**src/rtl/alu_unit.sv**
```systemverilog
`default_nettype none
// ============================================================================
// Module      : alu_unit
// Description : Registered, opcode-selected ALU with carry/zero flags and an
//               optional iterative shift-add multiplier (busy/done handshake).
// Revision    : 1.0  initial release
// ============================================================================
module alu_unit #(
    parameter int WIDTH  = 4,
    parameter int MUL_EN = 1
) (
    input  logic             clk,
    input  logic             rst,
    input  logic             en,
    input  logic [2:0]       op,
    input  logic [WIDTH-1:0] Rd1,
    input  logic [WIDTH-1:0] Rd2,
    output logic [WIDTH-1:0] result,
    output logic             carry,
    output logic             zero,
    output logic             busy,
    output logic             done
);

    localparam int             c_cnt_w     = $clog2(WIDTH);
    localparam logic [c_cnt_w-1:0] c_last_iter = c_cnt_w'(WIDTH - 1);
    localparam logic           c_mul_en    = (MUL_EN != 0);

    localparam logic [2:0] c_op_and = 3'b000;
    localparam logic [2:0] c_op_or  = 3'b001;
    localparam logic [2:0] c_op_xor = 3'b010;
    localparam logic [2:0] c_op_not = 3'b011;
    localparam logic [2:0] c_op_add = 3'b100;
    localparam logic [2:0] c_op_sub = 3'b101;
    localparam logic [2:0] c_op_shl = 3'b110;
    localparam logic [2:0] c_op_mul = 3'b111;

    typedef enum logic [0:0] {
        ST_IDLE = 1'b0,
        ST_MUL  = 1'b1
    } state_t;

    state_t                 r_state;
    logic [WIDTH-1:0]       r_result;
    logic                   r_carry;
    logic                   r_zero;
    logic                   r_busy;
    logic                   r_done;
    logic [2*WIDTH-1:0]     r_acc;
    logic [2*WIDTH-1:0]     r_mcand;
    logic [WIDTH-1:0]       r_mplier;
    logic [c_cnt_w-1:0]     r_cnt;

    logic [WIDTH:0]         w_add;
    logic [WIDTH:0]         w_sub;
    logic [2*WIDTH-1:0]     w_shl;
    logic [WIDTH-1:0]       w_res;
    logic                   w_carry;
    logic [2*WIDTH-1:0]     w_acc_next;
    logic                   w_mul_hi_nz;

    assign result = r_result;
    assign carry  = r_carry;
    assign zero   = r_zero;
    assign busy   = r_busy;
    assign done   = r_done;

    // Single-cycle result and flag, computed straight from the request inputs.
    // The shift is done in a double-width field so bit WIDTH is always the last
    // bit shifted out, and amounts beyond WIDTH naturally yield zero.
    always_comb begin
        w_add   = {1'b0, Rd1} + {1'b0, Rd2};
        w_sub   = {1'b0, Rd1} - {1'b0, Rd2};
        w_shl   = {{WIDTH{1'b0}}, Rd1} << Rd2;
        w_res   = '0;
        w_carry = 1'b0;
        case (op)
            c_op_and: w_res = Rd1 & Rd2;
            c_op_or:  w_res = Rd1 | Rd2;
            c_op_xor: w_res = Rd1 ^ Rd2;
            c_op_not: w_res = ~Rd1;
            c_op_add: begin
                w_res   = w_add[WIDTH-1:0];
                w_carry = w_add[WIDTH];
            end
            c_op_sub: begin
                w_res   = w_sub[WIDTH-1:0];
                w_carry = w_sub[WIDTH];
            end
            c_op_shl: begin
                w_res   = w_shl[WIDTH-1:0];
                w_carry = w_shl[WIDTH];
            end
            default: begin
                w_res   = '0;
                w_carry = 1'b0;
            end
        endcase
    end

    // One shift-add step: add the shifted multiplicand when the current
    // multiplier LSB is set.
    always_comb begin
        w_acc_next  = r_acc + (r_mplier[0] ? r_mcand : '0);
        w_mul_hi_nz = |w_acc_next[2*WIDTH-1:WIDTH];
    end

    // Control FSM with registered outputs and multiplier datapath.
    always_ff @(posedge clk) begin
        if (rst) begin
            r_state  <= ST_IDLE;
            r_result <= '0;
            r_carry  <= 1'b0;
            r_zero   <= 1'b0;
            r_busy   <= 1'b0;
            r_done   <= 1'b0;
            r_acc    <= '0;
            r_mcand  <= '0;
            r_mplier <= '0;
            r_cnt    <= '0;
        end else begin
            case (r_state)
                ST_IDLE: begin
                    r_done <= 1'b0;
                    if (en) begin
                        if (c_mul_en && (op == c_op_mul)) begin
                            r_acc    <= '0;
                            r_mcand  <= {{WIDTH{1'b0}}, Rd1};
                            r_mplier <= Rd2;
                            r_cnt    <= '0;
                            r_busy   <= 1'b1;
                            r_state  <= ST_MUL;
                        end else begin
                            r_result <= w_res;
                            r_carry  <= w_carry;
                            r_zero   <= (w_res == '0);
                            r_done   <= 1'b1;
                        end
                    end
                end
                ST_MUL: begin
                    r_done   <= 1'b0;
                    r_acc    <= w_acc_next;
                    r_mcand  <= r_mcand << 1;
                    r_mplier <= r_mplier >> 1;
                    r_cnt    <= r_cnt + c_cnt_w'(1);
                    if (r_cnt == c_last_iter) begin
                        r_result <= w_acc_next[WIDTH-1:0];
                        r_carry  <= w_mul_hi_nz;
                        r_zero   <= (w_acc_next[WIDTH-1:0] == '0);
                        r_done   <= 1'b1;
                        r_busy   <= 1'b0;
                        r_state  <= ST_IDLE;
                    end
                end
                default: begin
                    r_state <= ST_IDLE;
                    r_busy  <= 1'b0;
                    r_done  <= 1'b0;
                end
            endcase
        end
    end

endmodule
`default_nettype wire

```
**config.mk**
```make
export PLATFORM = sky130hd
export DESIGN_NAME = alu_unit
export DESIGN_NICKNAME = d
export VERILOG_FILES = /design/src/rtl/alu_unit.sv
export SDC_FILE = /design/constraint.sdc
export NUM_CORES = 1
export LEC_CHECK = 0
export CAP_MARGIN = 20
export CORE_MARGIN = 5
export CORE_UTILIZATION = 50
export CTS_CLUSTER_DIAMETER = 50
export DETAILED_ROUTE_END_ITERATION = 8
export GPL_TIMING_DRIVEN = 0
export PLACE_DENSITY = 0.74
export SLEW_MARGIN = 20
export SYNTH_ARGS = -nofsm -noshare
export SYNTH_HDL_FRONTEND = slang
export SYNTH_SLANG_ARGS = --single-unit
```
**constraint.sdc**
```tcl
create_clock -name clk -period 2.8 [get_ports clk]
set_clock_uncertainty 0.05 [all_clocks]
set_input_delay 0.56 -clock clk [delete_from_list [all_inputs] [get_ports clk]]
set_output_delay 0.56 -clock clk [all_outputs]
set_load 0.02 [all_outputs]
```
==> metrics, run 1 <==
Worst-Skew Late Latency=around 0.28 ns; Buffers on Ports=20; first-pass GRT wire length=9490 um; Tcrit/Tclk final=96.3%; clock transition at the registers of the reported paths=approximately 0.06 ns; Vias=2145; vias in the first global route=1995; TritonCTS clock tree=done; Die Wd=~78 um; Post-Syn Nets=338; most frequent cells in the layout=nor2_1 (50), a21oi_1 (39), dfxtp_1 (31); cells along the critical path=clkdlybuf4s50_1, inv_1, ha_1, inv_1, mux4_2, o22ai_1, a31o_1, mux2i_1, a211oi_1; Seq cells post-synth=31; post-route cell area=0.00275 sq mm; CP Data Required Time=2.95 ns; WP buf/inv=3; Crit Path Max Fanout=6; async set or reset register ratio after synthesis=0%; Cell Area, Placed=0.00259 sq mm; maxcap violations=0; core footprint=approximately 0.0044 sq mm; P per Cell Area=376 mW/mm^2; critical path class=input pin to flip-flop; Max Clk Rate=around 370 MHz; largest family of logic cells by synthesized area=simple AND/OR/NAND/NOR gates; status=finished clean; CTS Sinks=31; Static Leak=roughly 1.1 nW; CP peak stage delay=roughly 0.61 ns; cell mode on critical path=inv_1; CP Launch Type=input pin; largest net degree at the start of global routing=11; area of the multi-input gates=0.00159 sq mm; Inst Count DP=372; crit-path leading delay family=buffers and inverters; Synth Area in Compound Gates=19.2%; sequential fraction of the synthesis area=26.7%; n_diodes=0; CP endpoint kind=flip-flop; DIE AREA=just over 0.006 sq mm; fraction of layout cells with a size suffix above 1=9.09%; Slew @ Worst Pin=0.519 ns; post-synthesis simple-gate area fraction=between 20% and 30%; synth warn=0; Die Ht=78.2 um; initial antenna violation count=0; H-tree levels=2; unrepaired setup endpoints after global routing=false; Mapped Area=0.00233 sq mm; number of flops mapped to enable cells by yosys=0; Total Wirelength=5600 um; Avg Cell Area, Syn=roughly 7.8 sq um; total power=0.00103 W; Final min period=2.70 ns; fill count=between 400 and 500; fraction of synthesized area in multiplexers=~5.6%; worst vdd ir=between 0.0002 and 0.0003 V; post-DR wirelength/cell=14.7 um; GRT Overall Usage=around 19%; Slew HR=65.3%; Syn Inst Count=300; GP Congestion=between 0.8 and 0.9; Netlist cell types=between 50 and 60; grt ovf=0; Synth Area in XOR/XNOR=1.88%; Post-Synth Adder-Cell Area=13.9%; Initial Utilization=52.3%; clk root buf=clkbuf_8; Fin Hold WS=0.405 ns; Area Growth Syn to Fin=18.0%; commonest non-fill, non-tap cell in the layout=nor2_1; DR DRC count=0; CP max stage cell=clkdlybuf4s50_1; Via density=5.62; dpl hpwl=4280 um; remaining antenna violation count after routing=0; Num CTS Buffers=5; Core Rows=24; Pre-Repair DR Iteration Count=4; Ports=22; register area=621 sq um; Final #Nets=367; predominant post-synthesis flop cell=dfxtp_1; WP data arrival=2.84 ns; final cell count without fillers=382; worst min-delay path class=flip-flop to flip-flop; final setup fails=0; Final Max Tran Viols=0; Final Hold Viols=0; largest buffer count on any clock path=2; DRC marker count from the first detailed-route iteration=153
==> registers in the layout (all words and copies together), names as in the netlist <==
name	cells
busy	1
carry	1
done	1
r_acc	8
r_cnt	2
r_mcand	8
r_mplier	4
r_state	1
result	4
zero	1
==> cell usage after synthesis, drive strengths merged (2+ instances only) <==
cell type	n	area [sq um]
and2	7	43.8
o21a	3	22.5
inv	17	63.8
xnor2	5	43.8
nand2b	8	57.6
mux2i	4	40.0
fa	3	60.1
a211oi	3	22.5
dfxtp	31	621
nor2b	11	68.8
nand2	25	93.8
nand3b	3	22.5
o21ai	11	55.1
buf	10	73.8
mux4	3	67.6
a21oi	39	195
nor2	50	188
clkbuf	6	22.5
nand3	3	15.0
nor3	9	50.1
ha	21	263
mux2	2	22.5
o211ai	2	15.0
==> routing by layer <==
layer	part of all wire (%)	GRT usage, %	up-vias	wire length [um]
li1	-	-	1088	-
met2	44	29.4	67	2450
met3	6.7	4.35	15	374
met5	0	0	-	0
met4	2.9	8.74	0	160
met1	47	26.1	975	2620
==> final timing paths <==
check	end	slack, ns	start	cells after the start
worst min-delay path	result[1]	0.41	result[1]	2
worst max register to register	carry	0.44	r_mplier[0]	9
worst min register to register	result[1]	0.41	result[1]	2
worst max-delay path	result[3]	0.10	Rd1[3]	9
==> logic make-up (layout without fill, tap and decap cells) <==
| family | Yosys count | count (layout) |
|---|---|---|
| xor gates and xnor gates | 5 | 5 |
| buffers and inverters | 34 | 64 |
| muxes | 9 | 9 |
| DFF | 31 | 31 |
| AOI/OAI and AO/OA | 74 | 74 |
| adders and majority gates | 24 | 24 |
| and+or+nand+nor | 123 | 123 |
==> worst min-delay path: stages, from the launching register on <==
cell,delay (ns)
dfxtp_1,0.31
nand2_1,0.05
a21oi_1,0.05
==> power by group <==
part | total [W] | switching, W | internal [W] | leakage, nW
clock | 0.000335 | 0.000161 | 0.000174 | 0.0422
combinational | 0.000237 | 0.000131 | 0.000105 | 0.837
sequential | 0.000460 | 0.00000673 | 0.000453 | 0.251
total | 0.00103 | 0.000300 | 0.000732 | 1.13
==> metrics by stage <==
step | setup TNS [ns] | setup WS [ns] | utilization [%]
CTS | 0 | 0.0346 | 60.5
finish | 0 | 0.104 | 61.8
global route | 0 | 0.0596 | 61.8
global placement | -1.34 | -0.572 | 58.3
floorplan | 0 | 0.505 | -
detailed placement | -1.52 | -0.602 | 58.3
==> cell type report <==
| cell class | instances | area share (%) |
|---|---|---|
| Clock inverter | 1 | 0.182 |
| Buffer | 16 | 3.51 |
| Timing Repair Buffer | 22 | 7.98 |
| Tap cell | 52 | 2.37 |
| Multi-Input combinational cell | 235 | 58.0 |
| Clock buffer | 7 | 2.78 |
| Inverter | 18 | 2.60 |
| Sequential cell | 31 | 22.6 |
==> timing repair <==
action / CTS / global route
buffers inserted: 0 / 2
pin swaps: 0 / 7
resized for setup: 7 / 9
hold endpoints to repair: 0 / 0
endpoints found under the setup margin: 2 / 3
hold buffers: 0 / 0
Power figures use the tool's default switching activity.
==> inputs of run 2 (changes only) <==
--- a/config.mk
+++ b/config.mk
@@ -9,6 +9,7 @@
 export CORE_MARGIN = 5
 export CORE_UTILIZATION = 50
 export CTS_CLUSTER_DIAMETER = 50
+export CTS_CLUSTER_SIZE = 28
 export DETAILED_ROUTE_END_ITERATION = 8
 export GPL_TIMING_DRIVEN = 0
 export PLACE_DENSITY = 0.74
==> results of run 2 <==
No change in the layout: final DEF, timing and power equal those of run 1.
